[config.mk]
export PLATFORM = sky130hd
export DESIGN_NAME = axi_lite_reg_bank
export DESIGN_NICKNAME = d
export VERILOG_FILES = /design/src/rtl/axi_lite_reg_bank_pkg.sv /design/src/rtl/axi_lite_reg_bank_cell.sv /design/src/rtl/axi_lite_reg_bank.sv
export SDC_FILE = /design/constraint.sdc
export NUM_CORES = 1
export LEC_CHECK = 0
export ABC_AREA = 1
export ABC_CLOCK_PERIOD_IN_PS = 30200
export BUFFER_PORTS_ARGS = -buffer_cell sky130_fd_sc_hd__clkbuf_2
export CORE_AREA = 3 3 265 267
export CTS_CLUSTER_DIAMETER = 30
export DETAILED_ROUTE_END_ITERATION = 8
export DIE_AREA = 0 0 268 270
export HOLD_SLACK_MARGIN = 0.03
export PLACE_DENSITY_LB_ADDON = 0.05
export SLEW_MARGIN = 20
export SYNTH_ARGS = -nofsm -noshare
export SYNTH_HDL_FRONTEND = slang
export SYNTH_SLANG_ARGS = --single-unit
[constraint.sdc]
create_clock -name clk_i -period 30.2 [get_ports clk_i]
set_input_delay 9.06 -clock clk_i [delete_from_list [all_inputs] [get_ports clk_i]]
set_output_delay 9.06 -clock clk_i [all_outputs]
set_load 0.05 [all_outputs]
[src/rtl/axi_lite_reg_bank_pkg.sv]
// Shared definitions for the AXI4-Lite register bank: response codes,
// default AXI4-Lite channel structs and the address-to-index decoder.
package axi_lite_reg_bank_pkg;

    // Response encodings, bit-identical to axi_pkg::RESP_OKAY / RESP_SLVERR.
    localparam logic [1:0] RESP_OKAY   = 2'b00;
    localparam logic [1:0] RESP_SLVERR = 2'b10;

    // Default AXI4-Lite channel layout (32-bit address, 32-bit data).
    typedef struct packed {
        logic [31:0] addr;
    } axi_lite_ax_t;

    typedef struct packed {
        logic [31:0] data;
        logic [3:0]  strb;
    } axi_lite_w_t;

    typedef struct packed {
        logic [1:0] resp;
    } axi_lite_b_t;

    typedef struct packed {
        logic [31:0] data;
        logic [1:0]  resp;
    } axi_lite_r_t;

    typedef struct packed {
        axi_lite_ax_t aw;
        logic         aw_valid;
        axi_lite_w_t  w;
        logic         w_valid;
        logic         b_ready;
        axi_lite_ax_t ar;
        logic         ar_valid;
        logic         r_ready;
    } axi_lite_req_t;

    typedef struct packed {
        logic        aw_ready;
        logic        w_ready;
        axi_lite_b_t b;
        logic        b_valid;
        logic        ar_ready;
        axi_lite_r_t r;
        logic        r_valid;
    } axi_lite_resp_t;

    // Result of decoding a bus address into a register index.
    typedef struct packed {
        logic [31:0] idx;
        logic        oor;
    } reg_idx_t;

    // Drops the byte-offset bits and flags indices beyond the register count.
    function automatic reg_idx_t reg_idx(input logic [63:0] addr,
                                         input int unsigned data_width,
                                         input int unsigned num_regs);
        reg_idx_t    res_s;
        logic [63:0] off_s;
        off_s     = (data_width == 32'd64) ? (addr >> 3'd3) : (addr >> 3'd2);
        res_s.idx = off_s[31:0];
        res_s.oor = (off_s >= 64'(num_regs));
        return res_s;
    endfunction

endpackage

[src/rtl/axi_lite_reg_bank_cell.sv]
// One register of the bank: byte-lane merge of bus write and hardware load,
// read-only gating, storage flop and the write-success pulse.
module axi_lite_reg_bank_cell
    import axi_lite_reg_bank_pkg::*;
#(
    parameter int unsigned          DataWidth = 32,
    parameter logic [DataWidth-1:0] RstVal    = '0,
    parameter logic                 ReadOnly  = 1'b0
) (
    input  logic                   clk_i,
    input  logic                   rst_i,
    input  logic                   bus_we,
    input  logic [DataWidth-1:0]   bus_data,
    input  logic [DataWidth/8-1:0] bus_strb,
    input  logic                   hw_load,
    input  logic [DataWidth-1:0]   hw_data,
    output logic [DataWidth-1:0]   q,
    output logic                   wr_pulse
);

    logic                 bus_wr_s;
    logic [DataWidth-1:0] d_s;
    logic [DataWidth-1:0] q_r;
    logic                 pulse_r;

    // Per byte: strobed bus data wins, else hardware load data, else hold.
    always_comb begin
        bus_wr_s = bus_we && !ReadOnly;
        d_s      = q_r;
        for (int unsigned b = 32'd0; b < DataWidth / 32'd8; b++) begin
            if (bus_wr_s && bus_strb[b]) begin
                d_s[32'd8*b +: 8] = bus_data[32'd8*b +: 8];
            end else if (hw_load) begin
                d_s[32'd8*b +: 8] = hw_data[32'd8*b +: 8];
            end else begin
                d_s[32'd8*b +: 8] = q_r[32'd8*b +: 8];
            end
        end
    end

    // Storage and one-cycle pulse for every accepted writable bus write.
    always_ff @(posedge clk_i or posedge rst_i) begin
        if (rst_i) begin
            q_r     <= RstVal;
            pulse_r <= 1'b0;
        end else begin
            q_r     <= d_s;
            pulse_r <= bus_wr_s;
        end
    end

    assign q        = q_r;
    assign wr_pulse = pulse_r;

endmodule

[src/rtl/axi_lite_reg_bank.sv]
// AXI4-Lite register bank slave: address decode, single-entry B and R
// response registers and the read mux; storage lives in the cells.
module axi_lite_reg_bank
    import axi_lite_reg_bank_pkg::*;
#(
    parameter int unsigned                          NumRegs   = 8,
    parameter int unsigned                          AddrWidth = 32,
    parameter int unsigned                          DataWidth = 32,
    parameter logic [NumRegs-1:0][DataWidth-1:0]    RegRstVal = '0,
    parameter logic [NumRegs-1:0]                   ReadOnly  = '0,
    parameter type                                  req_t     = axi_lite_req_t,
    parameter type                                  resp_t    = axi_lite_resp_t
) (
    input  logic                               clk_i,
    input  logic                               rst_i,
    input  req_t                               slv_req_i,
    output resp_t                              slv_resp_o,
    input  logic [NumRegs-1:0]                 reg_load_i,
    input  logic [NumRegs-1:0][DataWidth-1:0]  reg_d_i,
    output logic [NumRegs-1:0][DataWidth-1:0]  reg_q_o,
    output logic [NumRegs-1:0]                 wr_pulse_o
);

    reg_idx_t             w_dec_s;
    reg_idx_t             r_dec_s;
    logic                 aw_hs_s;
    logic                 ar_ready_s;
    logic                 ar_hs_s;
    logic                 wr_err_s;
    logic [NumRegs-1:0]   bus_we_s;
    logic [DataWidth-1:0] rd_mux_s;

    logic                 b_valid_r;
    logic [1:0]           b_resp_r;
    logic                 r_valid_r;
    logic [DataWidth-1:0] r_data_r;
    logic [1:0]           r_resp_r;

    // Decode both addresses, form handshakes, per-register write enables and read mux.
    always_comb begin
        w_dec_s    = reg_idx(64'(slv_req_i.aw.addr), DataWidth, NumRegs);
        r_dec_s    = reg_idx(64'(slv_req_i.ar.addr), DataWidth, NumRegs);
        aw_hs_s    = slv_req_i.aw_valid && slv_req_i.w_valid &&
                     (!b_valid_r || slv_req_i.b_ready);
        ar_ready_s = !r_valid_r || slv_req_i.r_ready;
        ar_hs_s    = slv_req_i.ar_valid && ar_ready_s;
        wr_err_s   = w_dec_s.oor;
        bus_we_s   = '0;
        rd_mux_s   = '0;
        for (int unsigned k = 32'd0; k < NumRegs; k++) begin
            bus_we_s[k] = aw_hs_s && !w_dec_s.oor && (w_dec_s.idx == k);
            wr_err_s    = wr_err_s | (!w_dec_s.oor && (w_dec_s.idx == k) && ReadOnly[k]);
            rd_mux_s    = rd_mux_s | ({DataWidth{r_dec_s.idx == k}} & reg_q_o[k]);
        end
    end

    // B response slot: load on write acceptance, clear once consumed.
    always_ff @(posedge clk_i or posedge rst_i) begin
        if (rst_i) begin
            b_valid_r <= 1'b0;
            b_resp_r  <= 2'b00;
        end else if (aw_hs_s) begin
            b_valid_r <= 1'b1;
            b_resp_r  <= wr_err_s ? RESP_SLVERR : RESP_OKAY;
        end else if (slv_req_i.b_ready) begin
            b_valid_r <= 1'b0;
        end
    end

    // R response slot: capture pre-write data on read acceptance, clear once consumed.
    always_ff @(posedge clk_i or posedge rst_i) begin
        if (rst_i) begin
            r_valid_r <= 1'b0;
            r_data_r  <= '0;
            r_resp_r  <= 2'b00;
        end else if (ar_hs_s) begin
            r_valid_r <= 1'b1;
            r_data_r  <= r_dec_s.oor ? '0 : rd_mux_s;
            r_resp_r  <= r_dec_s.oor ? RESP_SLVERR : RESP_OKAY;
        end else if (slv_req_i.r_ready) begin
            r_valid_r <= 1'b0;
        end
    end

    // Assemble the response struct from the registered slots and combinational readies.
    always_comb begin
        slv_resp_o          = '0;
        slv_resp_o.aw_ready = aw_hs_s;
        slv_resp_o.w_ready  = aw_hs_s;
        slv_resp_o.b.resp   = b_resp_r;
        slv_resp_o.b_valid  = b_valid_r;
        slv_resp_o.ar_ready = ar_ready_s;
        slv_resp_o.r.data   = r_data_r;
        slv_resp_o.r.resp   = r_resp_r;
        slv_resp_o.r_valid  = r_valid_r;
    end

    for (genvar k = 0; k < NumRegs; k++) begin : g_cell
        axi_lite_reg_bank_cell #(
            .DataWidth (DataWidth),
            .RstVal    (RegRstVal[k]),
            .ReadOnly  (ReadOnly[k])
        ) u_cell (
            .clk_i    (clk_i),
            .rst_i    (rst_i),
            .bus_we   (bus_we_s[k]),
            .bus_data (slv_req_i.w.data),
            .bus_strb (slv_req_i.w.strb),
            .hw_load  (reg_load_i[k]),
            .hw_data  (reg_d_i[k]),
            .q        (reg_q_o[k]),
            .wr_pulse (wr_pulse_o[k])
        );
    end

endmodule

== Yosys cells after proc, flatten, opt, wreduce, memory -nomap -nowiden ==
Index checks and enable logic that the tools add are counted.
Storage, ports and cells
  bits in registers: 302
  input bits: 371
  output and inout port bits: 305
  word-level logic and storage cells: 232
Operators by class
  magnitude comparators: 2
  equal/unequal tests: 14
  mux-type cells: 71
  bitwise operators: 15
  reductions and logical operators: 85
Operators with widths (number)
  8-bit 2-to-1 mux: 64
  32-bit bitwise AND: 8
  30-bit by 3-bit == test with 1-bit output (second input constant): 8
  32-bit OR: 7
  30-bit by 2-bit == test with 1-bit output (second input constant): 4
  2-bit nonzero test: 34
  32-bit logical NOT: 2
  30-bit by 1-bit == test with 1-bit output (second input constant): 2
  30-bit by 4-bit greater-or-equal comparator with 1-bit output (second input constant): 2
  1-bit logical AND: 44
  32-bit 2-to-1 mux: 1
  1-bit 2-to-1 mux: 4
  2-bit 2-to-1 mux: 2
  1-bit logical NOT: 3
  1-bit logical OR: 2

== Logic depth before layout (Yosys ltp) ==
  word-level depth: 10
  mapped depth: 12
  gate-level depth less buffers: 11

== Hierarchy ==
A second synthesis with hierarchy kept.
Unflattened totals
  cell total of the unflattened synthesis: 3065
  area total of the unflattened synthesis: 20109.3 sq um
Modules (own cells, without submodules)
  axi_lite_reg_bank_cell: times used 8, cells an instance 282, area an instance 1960.6 sq um, sequential area each 825.8 sq um
  axi_lite_reg_bank: times used 1, cells an instance 809, area an instance 4424.2 sq um, sequential area each 900.9 sq um

== Least setup slack after synthesis ==
OpenSTA, ideal clock, no wires.
  path kind: in2out
  start point: in slv_req_i[72] in the netlist's numbering
  end point: out slv_resp_o[39] in the netlist's numbering
  data arrival time: 9.513 ns
  setup slack: 11.627 ns
  stages: 3
  path buffers: 1
  cells stage by stage: nand2_1 -> a21oi_2 -> buf_4
On the way
  cells in the longest elaborated chain, start to end: 2
RTL lines
  from (decl): line axi_lite_reg_bank.sv:16  | input req_t slv_req_i,
  1-bit logical AND (2 in series): line axi_lite_reg_bank.sv:43  | aw_hs_s = slv_req_i.aw_valid && slv_req_i.w_valid &&
  to (decl): line axi_lite_reg_bank.sv:17  | output resp_t slv_resp_o,
No other way between the ends.

==> impl_metrics.env <==
export IMPL_dp_slack_ps=11360
export IMPL_dp_hpwl_mm=74.6
export IMPL_htree_levels=3
export IMPL_place_congestion=0.860
export IMPL_cap_violations=0
export IMPL_drc=0
export IMPL_nets=3512
export IMPL_drtIter0Drc=1707
export IMPL_root_buffer="clkbuf_16"
export IMPL_post_cts_buffers=0
export IMPL_worstPathRequired_ps=21140
export IMPL_first_pass_iters=6
export IMPL_cts_hold_buffers=0
export IMPL_status="finished, final reports clean"
export IMPL_clock_sinks=300
export IMPL_hold_slack_ps=475
export IMPL_wl_per_cell_um=26.3
export IMPL_vias=21737
export IMPL_arrival_ps=9780
export IMPL_clk_latency_ps=640
export IMPL_finalCritPeriodShare_pct=62.4
export IMPL_cts_buffers=105
export IMPL_globalRouteTotalUtil_pct=29.1
export IMPL_std_cell_rows=96
export IMPL_slew_headroom_pct=24.3
export IMPL_antenna_found_initial=15
export IMPL_cp_start_kind="primary input"
export IMPL_max_freq_mhz=53.1
export IMPL_hold_class="reg -> reg"
export IMPL_area_delta_synth_final_pct=42.0
export IMPL_dieArea_mm2=0.0724
export IMPL_hold_viol_final=0
export IMPL_timing_final_ws_setup_ps=11360
export IMPL_clockBufferDepth=3
export IMPL_p_leak_nw=13.7
export IMPL_core_mm2=0.0683
export IMPL_cpMostUsedCell="clkbuf_2"
export IMPL_fin_crit_ps=18840
export IMPL_path_class="in -> out"
export IMPL_portBuffers=669
export IMPL_ys_warnings_count=0
export IMPL_grt_pass1_wl_mm=153
export IMPL_tightestPinTransition_ps=1130
export IMPL_peakVddDrop_mv=0.0378
export IMPL_vias_per_cell=5.27
export IMPL_fin_skew_ps=23.1
export IMPL_crit_slowest_cell="clkbuf_2"
export IMPL_syn_inst=2515
export IMPL_cp_cell_sequence="clkbuf_2 -> nand2_1 -> a21oi_2 -> clkbuf_2"
export IMPL_synth_seq_cells=300
export IMPL_ctsResizeCount=0
export IMPL_die_h_um=270
export IMPL_clk_pin_slew_ps=40
export IMPL_layout_drive_gt1_share_pct=28.9
export IMPL_critical_path_max_stage_delay_ps=330
export IMPL_setup_viol=0
export IMPL_ys_types=27
export IMPL_ys_seq_area_share_pct=42.3
export IMPL_postRouteAntennaNets=0
export IMPL_crit_path_end_kind="output pin"
export IMPL_dieWidth_um=268
export IMPL_powerDensity_mw_per_mm2=71.4
export IMPL_grt_pass1_vias=21813
export IMPL_synth_area_mm2=0.0177
export IMPL_path_max_fanout=5
export IMPL_initial_core_util_pct=26.0
export IMPL_grt_overflow=0
export IMPL_tritoncts="built"
export IMPL_rsz0062_at_grt="false"
export IMPL_avgSynthCellArea_um2=7.05
export IMPL_num_io_pins=676
export IMPL_drt_total_wl_mm=108
export IMPL_fin_tns_setup_ps=0
export IMPL_grt_max_degree=119
export IMPL_timing_final_max_slew_violations=0
## stage by stage
stage	total power, mW	std cells	instance area, µm²	util (%)
final	1.80	4125	25200	36.9
after global routing	1.86	4122	25200	36.8
after global placement	0.750	3914	21600	31.6
after CTS	1.81	4111	25100	36.8
after detailed placement	0.751	3915	21600	31.6
after floorplan	0.636	2516	17700	-
## cells in the mapped netlist (all sizes together)
library cell  instances  area, µm²
clkbuf               82        308
nand4                91        732
nand3               849       4270
nand2               821       3100
buf                 111        673
a21oi                 2       13.8
o21ai                32        160
or2                   2       12.5
nor4                  1       12.5
nand3b                1       7.51
nor2                133        569
nor3                 11       77.6
dfrtp               300       7510
conb                  1       3.75
inv                  78        293
## worst paths after layout
| path | startpoint | to | slack [ps] | cells past startpoint |
|---|---|---|---|---|
| max in group asynchronous | rst_i | g_cell[5].u_cell.q[10] | 19170 | 4 |
| min in group asynchronous | rst_i | g_cell[3].u_cell.q[28] | 8540 | 2 |
| worst min-delay path | r_data_r[9] | r_data_r[9] | 470 | 2 |
| worst max-delay path | slv_req_i[72] | slv_resp_o[39] | 11360 | 4 |
| worst max register to register | b_valid_r | g_cell[0].u_cell.q[29] | 27130 | 11 |
| worst min register to register | r_data_r[9] | r_data_r[9] | 470 | 2 |
## logic make-up (layout without fill, tap and decap cells)
family	count (synthesis)	after routing	synth area share (%)
AOI/OAI and AO/OA	34	34	0.980
DFF	300	300	42.3
buffers and inverters	271	985	7.18
other	1	15	0.0211
and+or+nand+nor	1909	1909	49.5
## layer usage
layer  vias up  part of all wire, %  wire, µm  track usage [%]
met5         -                0.025        27                0
met4         4                  3.6      3890             11.6
met3       193                  8.5      9230             6.72
met2      1089                   47     51400             48.3
met1     10671                   40     43900             36.3
li1       9780                    -         -                -
## report_power, final
part	internal (mW)	switching, mW
combinational	0.0615	0.217
sequential	0.435	0.0328
clock	0.738	0.315
total	1.23	0.565
## state kept, by name, indices dropped and copies added, names as in the netlist
name	flops
r_valid_r	1
r_resp_r	1
g_cell.u_cell.q	256
r_data_r	32
g_cell.u_cell.wr_pulse	8
b_resp_r	1
b_valid_r	1
## worst max-delay path: cells and delay by family
| kind | cells | cell delay, ps |
|---|---|---|
| AOI/OAI and AO/OA | 1 | 230 |
| and+or+nand+nor | 1 | 70 |
| buffers and inverters | 2 | 410 |
## placed cells by master, fill, tap and decap left out, drive strengths merged
cell	n
nand3	849
clkbuf	834
nand2	821
dfrtp	300
nor2	133
nand4	91
inv	78
buf	42
o21ai	32
clkinv	28
diode	13
nor3	11
bufinv	3
or2	2
conb	2
a21oi	2
nand3b	1
nor4	1
## final cells by class
type	count	area (µm²)
fillers	7469	43200
multi-input cells	1945	9040
flip-flops and latches	300	7510
repair buffers	711	3700
clock buffers	165	3180
well taps	882	1100
clock inverters	31	315
inverters	78	300
diodes	13	32.5
(Power assumes the default switching activity.)
